[config.mk]
export PLATFORM = sky130hd
export DESIGN_NAME = uart_receiver
export DESIGN_NICKNAME = d
export VERILOG_FILES = /design/src/rtl/uart_receiver.sv
export SDC_FILE = /design/constraint.sdc
export NUM_CORES = 1
export LEC_CHECK = 0
export CAP_MARGIN = 20
export CORE_ASPECT_RATIO = 0.75
export CORE_MARGIN = 5
export CORE_UTILIZATION = 42
export DETAILED_ROUTE_END_ITERATION = 6
export PLACE_DENSITY = 0.71
export SETUP_SLACK_MARGIN = 0.2
export SYNTH_ARGS = -nofsm -noshare
export SYNTH_HDL_FRONTEND = slang
export SYNTH_SLANG_ARGS = --single-unit
[constraint.sdc]
create_clock -name clk -period 4.4 [get_ports clk]
set_input_delay 0.88 -clock clk [delete_from_list [all_inputs] [get_ports clk]]
set_output_delay 0.88 -clock clk [all_outputs]
set_load 0.03 [all_outputs]
[src/rtl/uart_receiver.sv]
`default_nettype none
// +--------------------------------------------------------------------------+
// | uart_receiver : 16x-oversampled UART receive path with a one-entry hold  |
// | Revision 1.0                                                             |
// +--------------------------------------------------------------------------+
module uart_receiver (
  input  logic       clk,
  input  logic       wb_rst_i,
  input  logic [7:0] lcr,
  input  logic       enable,
  input  logic       srx_pad_i,
  input  logic       rd,
  output logic [7:0] rx_data,
  output logic       rx_valid,
  output logic       parity_error,
  output logic       framing_error,
  output logic       break_int,
  output logic       overrun,
  output logic [2:0] rstate
);

  typedef enum logic [2:0] {
    R_IDLE       = 3'd0,
    R_REC_START  = 3'd1,
    R_REC_BIT    = 3'd2,
    R_REC_PARITY = 3'd3,
    R_REC_STOP   = 3'd4,
    R_PUSH       = 3'd5,
    R_WAIT_IDLE  = 3'd6
  } state_t;

  state_t     state_q, state_d;
  logic       srx_s1_q, srx_s2_q;
  logic [3:0] cnt_q, cnt_d;
  logic [2:0] bits_q, bits_d;
  logic [7:0] shift_q, shift_d;
  logic       acc_q, acc_d;
  logic       zero_q, zero_d;
  logic       pe_q, pe_d;
  logic       fe_q, fe_d;
  logic       brk_q, brk_d;
  logic [1:0] wlen_q, wlen_d;
  logic       par_en_q, par_en_d;
  logic       even_q, even_d;
  logic       stick_q, stick_d;
  logic [7:0] rx_data_q, rx_data_d;
  logic       rx_valid_q, rx_valid_d;
  logic       perr_q, perr_d;
  logic       ferr_q, ferr_d;
  logic       brk_out_q, brk_out_d;
  logic       ovr_q, ovr_d;
  logic       srx;
  logic       exp_par;
  logic       unused_lcr;

  assign srx        = srx_s2_q;
  assign unused_lcr = ^{lcr[7:6], lcr[2]};

  always_comb begin
    exp_par = 1'b0;
    case ({even_q, stick_q})
      2'b00:   exp_par = ~acc_q;
      2'b10:   exp_par = acc_q;
      2'b01:   exp_par = 1'b1;
      default: exp_par = 1'b0;
    endcase
  end

  // Frame-level settings are captured at the start sample so a mid-character
  // lcr write only affects the following frame.
  always_comb begin
    state_d  = state_q;
    cnt_d    = cnt_q;
    bits_d   = bits_q;
    shift_d  = shift_q;
    acc_d    = acc_q;
    zero_d   = zero_q;
    pe_d     = pe_q;
    fe_d     = fe_q;
    brk_d    = brk_q;
    wlen_d   = wlen_q;
    par_en_d = par_en_q;
    even_d   = even_q;
    stick_d  = stick_q;
    case (state_q)
      R_IDLE: begin
        if (enable && !srx) begin
          cnt_d   = 4'd7;
          state_d = R_REC_START;
        end
      end
      R_REC_START: begin
        if (enable) begin
          if (cnt_q == 4'd0) begin
            if (srx) begin
              state_d = R_IDLE;
            end else begin
              cnt_d    = 4'd15;
              shift_d  = 8'd0;
              acc_d    = 1'b0;
              zero_d   = 1'b1;
              pe_d     = 1'b0;
              bits_d   = {1'b1, lcr[1:0]};
              wlen_d   = lcr[1:0];
              par_en_d = lcr[3];
              even_d   = lcr[4];
              stick_d  = lcr[5];
              state_d  = R_REC_BIT;
            end
          end else begin
            cnt_d = cnt_q - 4'd1;
          end
        end
      end
      R_REC_BIT: begin
        if (enable) begin
          if (cnt_q == 4'd0) begin
            shift_d = {srx, shift_q[7:1]};
            acc_d   = acc_q ^ srx;
            zero_d  = zero_q & ~srx;
            cnt_d   = 4'd15;
            if (bits_q != 3'd0) begin
              bits_d = bits_q - 3'd1;
            end else begin
              state_d = par_en_q ? R_REC_PARITY : R_REC_STOP;
            end
          end else begin
            cnt_d = cnt_q - 4'd1;
          end
        end
      end
      R_REC_PARITY: begin
        if (enable) begin
          if (cnt_q == 4'd0) begin
            pe_d    = (srx != exp_par);
            zero_d  = zero_q & ~srx;
            cnt_d   = 4'd15;
            state_d = R_REC_STOP;
          end else begin
            cnt_d = cnt_q - 4'd1;
          end
        end
      end
      R_REC_STOP: begin
        if (enable) begin
          if (cnt_q == 4'd0) begin
            fe_d    = ~srx;
            brk_d   = zero_q & ~srx;
            state_d = R_PUSH;
          end else begin
            cnt_d = cnt_q - 4'd1;
          end
        end
      end
      R_PUSH: begin
        state_d = fe_q ? R_WAIT_IDLE : R_IDLE;
      end
      R_WAIT_IDLE: begin
        if (srx) begin
          state_d = R_IDLE;
        end
      end
      default: begin
        state_d = R_IDLE;
      end
    endcase
  end

  // Shift register fills from bit 7 downwards, so short words need a right
  // alignment of (8 - length) positions before they land in the holding reg.
  always_comb begin
    rx_data_d  = rx_data_q;
    rx_valid_d = rx_valid_q;
    perr_d     = perr_q;
    ferr_d     = ferr_q;
    brk_out_d  = brk_out_q;
    ovr_d      = ovr_q;
    if (state_q == R_PUSH) begin
      if (!rx_valid_q || rd) begin
        rx_data_d  = shift_q >> (2'd3 - wlen_q);
        rx_valid_d = 1'b1;
        perr_d     = pe_q & par_en_q;
        ferr_d     = fe_q;
        brk_out_d  = brk_q;
      end else begin
        ovr_d = 1'b1;
      end
    end else if (rd && rx_valid_q) begin
      rx_valid_d = 1'b0;
      perr_d     = 1'b0;
      ferr_d     = 1'b0;
      brk_out_d  = 1'b0;
      ovr_d      = 1'b0;
    end
  end

  always_ff @(posedge clk) begin
    if (!wb_rst_i) begin
      state_q    <= R_IDLE;
      srx_s1_q   <= 1'b1;
      srx_s2_q   <= 1'b1;
      cnt_q      <= 4'd0;
      bits_q     <= 3'd0;
      shift_q    <= 8'd0;
      acc_q      <= 1'b0;
      zero_q     <= 1'b0;
      pe_q       <= 1'b0;
      fe_q       <= 1'b0;
      brk_q      <= 1'b0;
      wlen_q     <= 2'd0;
      par_en_q   <= 1'b0;
      even_q     <= 1'b0;
      stick_q    <= 1'b0;
      rx_data_q  <= 8'd0;
      rx_valid_q <= 1'b0;
      perr_q     <= 1'b0;
      ferr_q     <= 1'b0;
      brk_out_q  <= 1'b0;
      ovr_q      <= 1'b0;
    end else begin
      state_q    <= state_d;
      srx_s1_q   <= srx_pad_i;
      srx_s2_q   <= srx_s1_q;
      cnt_q      <= cnt_d;
      bits_q     <= bits_d;
      shift_q    <= shift_d;
      acc_q      <= acc_d;
      zero_q     <= zero_d;
      pe_q       <= pe_d;
      fe_q       <= fe_d;
      brk_q      <= brk_d;
      wlen_q     <= wlen_d;
      par_en_q   <= par_en_d;
      even_q     <= even_d;
      stick_q    <= stick_d;
      rx_data_q  <= rx_data_d;
      rx_valid_q <= rx_valid_d;
      perr_q     <= perr_d;
      ferr_q     <= ferr_d;
      brk_out_q  <= brk_out_d;
      ovr_q      <= ovr_d;
    end
  end

  assign rx_data       = rx_data_q;
  assign rx_valid      = rx_valid_q;
  assign parity_error  = perr_q;
  assign framing_error = ferr_q;
  assign break_int     = brk_out_q;
  assign overrun       = ovr_q;
  assign rstate        = state_q;

endmodule
`default_nettype wire

Word-level counts from Yosys, hierarchy flattened. Index checks and enable logic that the tools add are counted.

Flip-flop bits (word level): 43. Input bits: 13. Output and inout bits: 16. Word-level logic and storage cells: 148.

Add/subtract/negate cells: 3. Equal/unequal tests: 28. Shift-type cells: 1. Multiplexer cells: 64. Bitwise operators: 5. Reductions and logical operators: 26.

Operator list (count): 3-bit two-way mux (19); 8-bit two-way mux (5); 4-bit two-way mux (8); 2-bit inequality test, second input constant (15); 1-bit two-way mux (23); 3-bit one-hot mux with 7 select lines (1); 6-bit AND reduction (3); 4-bit one-hot mux with 4 select lines (1); 8-bit one-hot mux with 2 select lines (1); 7-bit AND reduction (2); 11-bit AND reduction (1); 3-bit == test, second input constant (3); 2-bit nonzero test (4); 8-bit by 2-bit right shift with 8-bit output (1); 3-bit by 2-bit == test with 1-bit output, second input constant (2); 2-bit by 1-bit inequality test with 1-bit output, second input constant (3); 1-bit one-hot mux with 2 select lines (3); 3-bit one-hot mux with 2 select lines (1); 2-bit AND reduction (3); 4-bit logical NOT (1); 4-bit AND reduction (1); 4-bit nonzero test (1); 4-bit by 1-bit subtractor with 4-bit output, second input constant (1); 3-bit by 1-bit == test with 1-bit output, second input constant (1); 19 further kinds (23).

Depth between registers and ports, before layout. Gate-level depths: netlist of the first run.

Depth in word-level cells: 6. Gate-level depth with buffers: 6. Gate-level depth less buffers: 6.

Worst setup path after synthesis of the first run. Ideal clock, no wire load.

Kind: in2reg. From: input enable. To: register wlen_q[1]. Setup time: 0.128 ns. Arrival time: 1.722 ns. Required time: 4.272 ns. Setup slack: 2.550 ns. Stages on the path: 4. Path through: nand4bb_4 > nor4_4 > mux2i_1 > nor2_1.

Cells in the longest elaborated chain, start to end: 1.

Ends and longest elaborated chain: start, declared (line 10) `input logic enable,`; 4-bit AND reduction (no source line); end signal, assigned (line 232) `wlen_q <= wlen_d;`; end, declared (line 42) `logic [1:0] wlen_q, wlen_d;`.

No other way between the ends. A chain may end at the register's enable or synchronous reset.

Final worst setup path of the first run.
From: register state_q[2] (netlist: rstate[2]). To: output rstate[2].

RTL lines: start, declared (line 32) `state_t state_q, state_d;`; start signal, assigned (line 221) `state_q <= state_d;`; end, declared (line 19) `output logic [2:0] rstate`.

No word-level cell between the ends.

==> results.py, run 1 <==
metrics = {
    "place": {
        "pre_cts_slack_ns": 1.670,
        "gp_congestion": 0.8569,
        "hpwl_mm": 3.295,
        "port_buffers": 25,
    },
    "clocking": {
        "postCtsSetupBuffers": 0,
        "htreeDepth": 2,
        "clockBufferDepth": 2,
        "cts_buffers": 5,
        "clkTransAtPathRegs_ns": 0.08,
        "cts_sinks": 43,
        "cts_root_buf": "clkbuf_8",
        "insertion_delay_ns": 0.29,
        "cts-resized-gates": 0,
        "cts_hold_repair.buffers": 0,
        "cts_tree": "built",
    },
    "logic_synthesis": {
        "synth_enable_flop_cells": 0,
        "synth_area_leaders": "dfxtp_1, nor2_1, mux4_2, a21oi_1, nand2_1",
        "synthArstFlopShare": 0,
        "syn_area_mm2": 0.002247,
        "syn-num-nets": 259,
        "synth_area_per_cell_um2": 9.248,
        "netlist_instances": 243,
        "synth_common_cells": "dfxtp_1, nor2_1, nand2_1, a21oi_1, inv_1",
        "yosys_warnings": 0,
        "yosysMostFrequentCell": "dfxtp_1",
        "synth.largest_area_cell": "dfxtp_1",
        "yosysSeqAreaShare": 0.3831,
        "synth_top_area_frac": 0.3831,
        "synth_seq_cells": 43,
        "synth.distinct_cells": 54,
        "synthFlopType": "dfxtp_1",
    },
    "grt": {
        "grt_pass1_wl_mm": 7.817,
        "overflow": 0,
        "grt_max_degree": 33,
        "antenna_found_initial": 0,
        "grt_usage": 0.1425,
        "grt_pass1_vias": 1593,
    },
    "worst_setup_path": {
        "crit_fanout": 19,
        "cp-start-kind": "flip-flop",
        "critPathTopFamily": "buffers and inverters",
        "worstPathCellList": "clkdlybuf4s50_1",
        "max_stage_delay_ns": 0.80,
        "critPathCaptureType": "output pin",
        "endpoint": "rstate[2]",
        "path_class": "flip-flop to output pin",
        "rrSetupSlack_ns": 2.39,
        "cp.required_ns": 3.52,
        "reg2reg_to": "rstate[0]",
        "crit_cells": 1,
        "cp_data_arrival_time_ns": 1.87,
        "cp_slowest_cell": "clkdlybuf4s50_1",
        "crit_start": "rstate[2]",
        "reg2regPathDepth": 4,
        "cp_num_buf_inv": 1,
        "worstReg2RegStart": "rstate[1]",
    },
    "floorplan": {
        "coreArea_mm2": 0.005266,
        "dieWidth_um": 94.46,
        "rows": 23,
        "initial_utilization": 0.4267,
        "die_height_um": 73.35,
        "ios": 29,
        "die_area_mm2": 0.006928,
    },
    "route": {
        "wirelength_mm": 4.658,
        "ant_nets": 0,
        "vias": 1807,
        "routed_via_density": 5.346,
        "firstDrtPassIters": 4,
        "drt_iter0_markers": 129,
        "wire_per_inst_um": 13.78,
        "drc_errors": 0,
    },
    "sta": {
        "whs_ns": 0.4117,
        "rsz0062_at_grt": "no",
        "period_share": 0.6249,
        "worst_pin_slew_ns": 0.7095,
        "fin_tns_setup_ns": 0,
        "relSlewSlack": 0.5263,
        "setup_viol": 0,
        "hold_violations": 0,
        "drv_slew": 0,
        "clock.fmax_ghz": 0.3637,
        "setup_slack_ns": 1.650,
        "fin_worst_skew_ns": 0.007557,
        "min_period_ns": 2.750,
    },
    "flow_run": {
        "cap_violations": 0,
    },
    "finish": {
        "diodes": 0,
        "area_growth_pct": 15.14,
        "final_net_count": 278,
        "drive_gt1_frac": 0.09886,
        "n_fill_cell": 504,
    },
    "hold_path": {
        "min_path_type": "flip-flop to flip-flop",
    },
    "run_status": {
        "status": "finished clean",
    },
    "power": {
        "power_density_mw_per_mm2": 388.8,
        "peakVddDrop_v": 0.0001932,
        "leakage_uw": 0.0008468,
    },
}
==> cells in the final DEF, fill, tap and decap left out, types with 2 or more instances in the layout <==
| cell type | netlist | layout |
|---|---|---|
| dfxtp_1 | 43 | 43 |
| nor2_1 | 25 | 25 |
| clkdlybuf4s50_1 | 0 | 25 |
| nand2_1 | 21 | 21 |
| a21oi_1 | 17 | 17 |
| inv_1 | 10 | 10 |
| a22oi_1 | 9 | 9 |
| nand2b_1 | 8 | 8 |
| mux2i_1 | 7 | 7 |
| o21ai_0 | 6 | 6 |
| a211oi_1 | 6 | 6 |
| nor2b_1 | 5 | 5 |
| clkbuf_8 | 0 | 5 |
| a31oi_1 | 4 | 4 |
| nor3_1 | 4 | 4 |
| mux4_2 | 4 | 4 |
| nor3b_1 | 3 | 3 |
| or3b_1 | 3 | 3 |
| and4_1 | 3 | 3 |
| xnor2_1 | 3 | 3 |
| nand3_1 | 3 | 3 |
| ha_1 | 3 | 3 |
| nor2_2 | 2 | 2 |
| a32oi_1 | 2 | 2 |
| a21o_1 | 2 | 2 |
| and3_1 | 2 | 2 |
| a311oi_1 | 2 | 2 |
| and4bb_2 | 2 | 2 |
| o211ai_1 | 2 | 2 |
| nor4_4 | 2 | 2 |
| o31ai_1 | 2 | 2 |
| nand4_1 | 2 | 2 |
| a2bb2oi_1 | 2 | 2 |
| mux2_2 | 2 | 2 |
==> area by class of cell <==
class | instances | area (µm²) | share of cell area
Inverter | 11 | 41.29 | 0.01596
Timing Repair Buffer | 26 | 257.7 | 0.09961
Multi-Input combinational cell | 175 | 1249 | 0.4826
Tap cell | 75 | 93.84 | 0.03627
Sequential cell | 43 | 860.8 | 0.3327
Clock inverter | 2 | 12.51 | 0.004836
Clock buffer | 6 | 72.57 | 0.02805
==> where the power goes <==
group,total (µW),internal [µW],switching [µW],leakage [µW]
Combinational,297,130,167,0.000458
Clock,244,111,133,0.0000412
Sequential,465,413,51.9,0.000348
==> through the flow <==
stage | instance area (µm²) | cells | power (µW) | util
6_report | 2587 | 338 | 1006 | 0.4913
5_1_grt | 2587 | 338 | 1074 | 0.4913
4_1_cts | 2587 | 338 | 1014 | 0.4913
3_5_place_dp | 2502 | 330 | 768.5 | 0.4752
3_3_place_gp | 2502 | 330 | 764.0 | 0.4752
2_1_floorplan | 2247 | 243 | 715.0 | -
==> state kept, by name (all words and copies together), names as in the netlist, 2 cells and up <==
register  flops
rstate        3
cnt_q         4
wlen_q        2
rx_data       8
bits_q        3
shift_q       8
==> cells by family (layout without fill, tap and decap cells) <==
| family | Yosys count | after routing | synth area share |
|---|---|---|---|
| fa+ha+maj | 3 | 3 | 0.01671 |
| compound gates | 64 | 64 | 0.1960 |
| xor+xnor | 4 | 4 | 0.01559 |
| mux | 13 | 13 | 0.08129 |
| buf+inv | 25 | 45 | 0.06125 |
| simple gates | 91 | 91 | 0.2461 |
| flops | 43 | 43 | 0.3831 |
==> routing by layer <==
layer,share of wire,GRT usage,vias to the layer above
met2,0.41,0.1895,35
li1,-,-,925
met4,0.0097,0.03840,0
met3,0.034,0.03275,5
met5,0,0,-
met1,0.55,0.2257,842
==> how the worst min path moves through the flow <==
stage | startpoint | cells past startpoint | slack (ns) | end
6_report | srx_s1_q | 1 | 0.41 | srx
3_3_place_gp | srx_s1_q | 1 | 0.39 | srx
5_1_grt | srx_s1_q | 1 | 0.45 | srx
4_1_cts | srx_s1_q | 1 | 0.41 | srx
2_1_floorplan | srx_s1_q | 1 | 0.39 | srx
3_5_place_dp | srx_s1_q | 1 | 0.39 | srx
Power figures use the tool's default switching activity.
==> run 2: changes to the inputs <==
- clock period: 4.4 -> 2.8 ns (I/O delays scaled with it)
==> run 2 against run 1 <==
Against the previous run:
- cell area up 0.87%
- sequential power rose by 51%
- routed wire length is 3.1% higher
- via count is 3.0% higher
- total power grew 59%
- critical path depth did not move
- critical path type unchanged
- critical endpoint is now rstate[0]
- largest cell class unchanged
- highest routed layer unchanged
==> results.py, run 2 (synthesized netlist as in run 1, its figures left out) <==
metrics = {
    "run_status": {
        "status": "finished clean",
    },
    "power": {
        "leakage_uw": 0.0008624,
        "netSwitchingFraction": 0.3522,
        "pwr-share-comb": 0.317,
        "peakVddDrop_v": 0.0001754,
        "p_seq_frac": 0.440,
        "power.internal_uw": 1036,
        "power_uw": 1600,
        "power_density_mw_per_mm2": 612.9,
        "clkPwrFrac": 0.244,
        "p_sw_uw": 563.4,
    },
    "sta": {
        "fin_tns_setup_ns": 0,
        "fin_worst_skew_ns": 0.008494,
        "rsz0062_at_grt": "no",
        "period_share": 0.8605,
        "setup_viol": 0,
        "drv_slew": 0,
        "relSlewSlack": 0.5539,
        "worst_pin_slew_ns": 0.6682,
        "hold_violations": 0,
        "min_period_ns": 2.409,
        "clock.fmax_ghz": 0.4151,
    },
    "hold_path": {
        "min_to": "srx",
        "holdCritStartpoint": "srx_s1_q",
        "min_path_type": "flip-flop to flip-flop",
        "whs_path_depth": 1,
    },
    "grt": {
        "antenna_found_initial": 0,
        "grt_pass1_vias": 1676,
        "overflow": 0,
        "grt_max_degree": 35,
        "grt_usage": 0.1449,
        "grt_pass1_wl_mm": 7.935,
    },
    "finish": {
        "n_fill_cell": 506,
        "final_net_count": 281,
        "area_growth_pct": 16.15,
        "drive_gt1_frac": 0.1090,
        "layout_commonest_cell": "dfxtp_1",
        "fin_cells": 341,
        "final_cell_mix": "dfxtp_1, nor2_1, clkdlybuf4s50_1, nand2_1, a21oi_1",
        "diodes": 0,
    },
    "clocking": {
        "cts_tree": "built",
        "cts_buffers": 5,
        "insertion_delay_ns": 0.30,
        "cts_root_buf": "clkbuf_8",
        "clockBufferDepth": 2,
        "clkTransAtPathRegs_ns": 0.08,
        "htreeDepth": 2,
        "cts_hold_repair.buffers": 0,
        "cts_sinks": 43,
        "cts-resized-gates": 0,
        "postCtsSetupBuffers": 0,
    },
    "place": {
        "port_buffers": 25,
        "gp_congestion": 0.8003,
        "place_inst": 333,
        "hpwl_mm": 3.405,
    },
    "flow_run": {
        "cap_violations": 0,
    },
    "route": {
        "route.met2.wl_mm": 2.046,
        "vias": 1861,
        "drt_iter0_markers": 182,
        "top_layer": "met4",
        "firstDrtPassIters": 4,
        "routed_via_density": 5.457,
        "wire_per_inst_um": 14.09,
        "wl_met3_um": 273,
        "ant_nets": 0,
        "wirelength_mm": 4.803,
        "drc_errors": 0,
        "met1_length_mm": 2.454,
    },
    "worst_setup_path": {
        "crit_fanout": 20,
        "worstPathCellList": "clkdlybuf4s50_1",
        "rrSetupSlack_ns": 0.85,
        "worstReg2RegStart": "rstate[0]",
        "cp.required_ns": 2.24,
        "cp_slowest_cell": "clkdlybuf4s50_1",
        "max_stage_delay_ns": 0.80,
        "reg2regPathDepth": 4,
        "reg2reg_to": "shift_q[5]",
        "cp-start-kind": "flip-flop",
        "critPathCaptureType": "output pin",
        "critPathTopFamily": "buffers and inverters",
        "path_class": "flip-flop to output pin",
        "cp_num_buf_inv": 1,
        "cp_data_arrival_time_ns": 1.85,
    },
    "floorplan": {
        "coreArea_mm2": 0.005266,
        "dieWidth_um": 94.46,
        "ios": 29,
        "die_height_um": 73.35,
        "rows": 23,
        "die_area_mm2": 0.006928,
        "initial_utilization": 0.4267,
    },
}
[run 2: cell count changes in the layout (fill, tap and decap cells not counted)]
cell   delta
buf_4     +3
[run 2: worst max-delay path by stage]
stage | startpoint | endpoint | slack [ns] | cells after the start
after floorplan | rstate[2] | fe_q | 1.13 | 6
after detailed placement | enable | bits_q[0] | 0.41 | 5
after global placement | enable | bits_q[0] | 0.45 | 5
final | rstate[0] | rstate[0] | 0.39 | 1
after global routing | rstate[0] | rstate[0] | 0.27 | 1
after CTS | rstate[0] | rstate[0] | 0.38 | 1
[run 2: per-layer routing]
layer,vias up,track usage
met1,874,0.2117
met2,55,0.2075
met4,0,0.04000
li1,930,-
met3,2,0.04197
met5,-,0
[run 2: final cells by class]
class | instances | area [µm²] | share of cell area
Clock buffer | 6 | 72.57 | 0.02780
Clock inverter | 2 | 12.51 | 0.004794
Multi-Input combinational cell | 175 | 1249 | 0.4784
Tap cell | 75 | 93.84 | 0.03595
Timing Repair Buffer | 29 | 280.3 | 0.1074
Sequential cell | 43 | 860.8 | 0.3298
Inverter | 11 | 41.29 | 0.01582
[run 2: stage by stage]
| stage | hold WS (ns) | utilization | instance area (µm²) | setup WS, ns |
|---|---|---|---|---|
| 3_3_place_gp | 0.3910 | 0.4794 | 2525 | 0.4521 |
| 2_1_floorplan | 0.3863 | - | 2247 | 1.132 |
| 5_1_grt | 0.4477 | 0.4956 | 2610 | 0.2724 |
| 4_1_cts | 0.4149 | 0.4956 | 2610 | 0.3821 |
| 6_report | 0.4120 | 0.4956 | 2610 | 0.3907 |
| 3_5_place_dp | 0.3955 | 0.4794 | 2525 | 0.4137 |
[run 2: power by group through the flow]
stage / Combinational [µW] / Clock, µW / Sequential [µW]
after floorplan: 414 / 0 / 710
after global placement: 490 / 0 / 715
after detailed placement: 502 / 0 / 717
after CTS: 503 / 399 / 702
after global routing: 548 / 435 / 712
final: 507 / 390 / 703
==> run 3: changes to the inputs <==
- GPL_ROUTABILITY_DRIVEN: unset -> 0
==> results of run 3 <==
Final layout, timing and power as in run 2 (identical DEF).
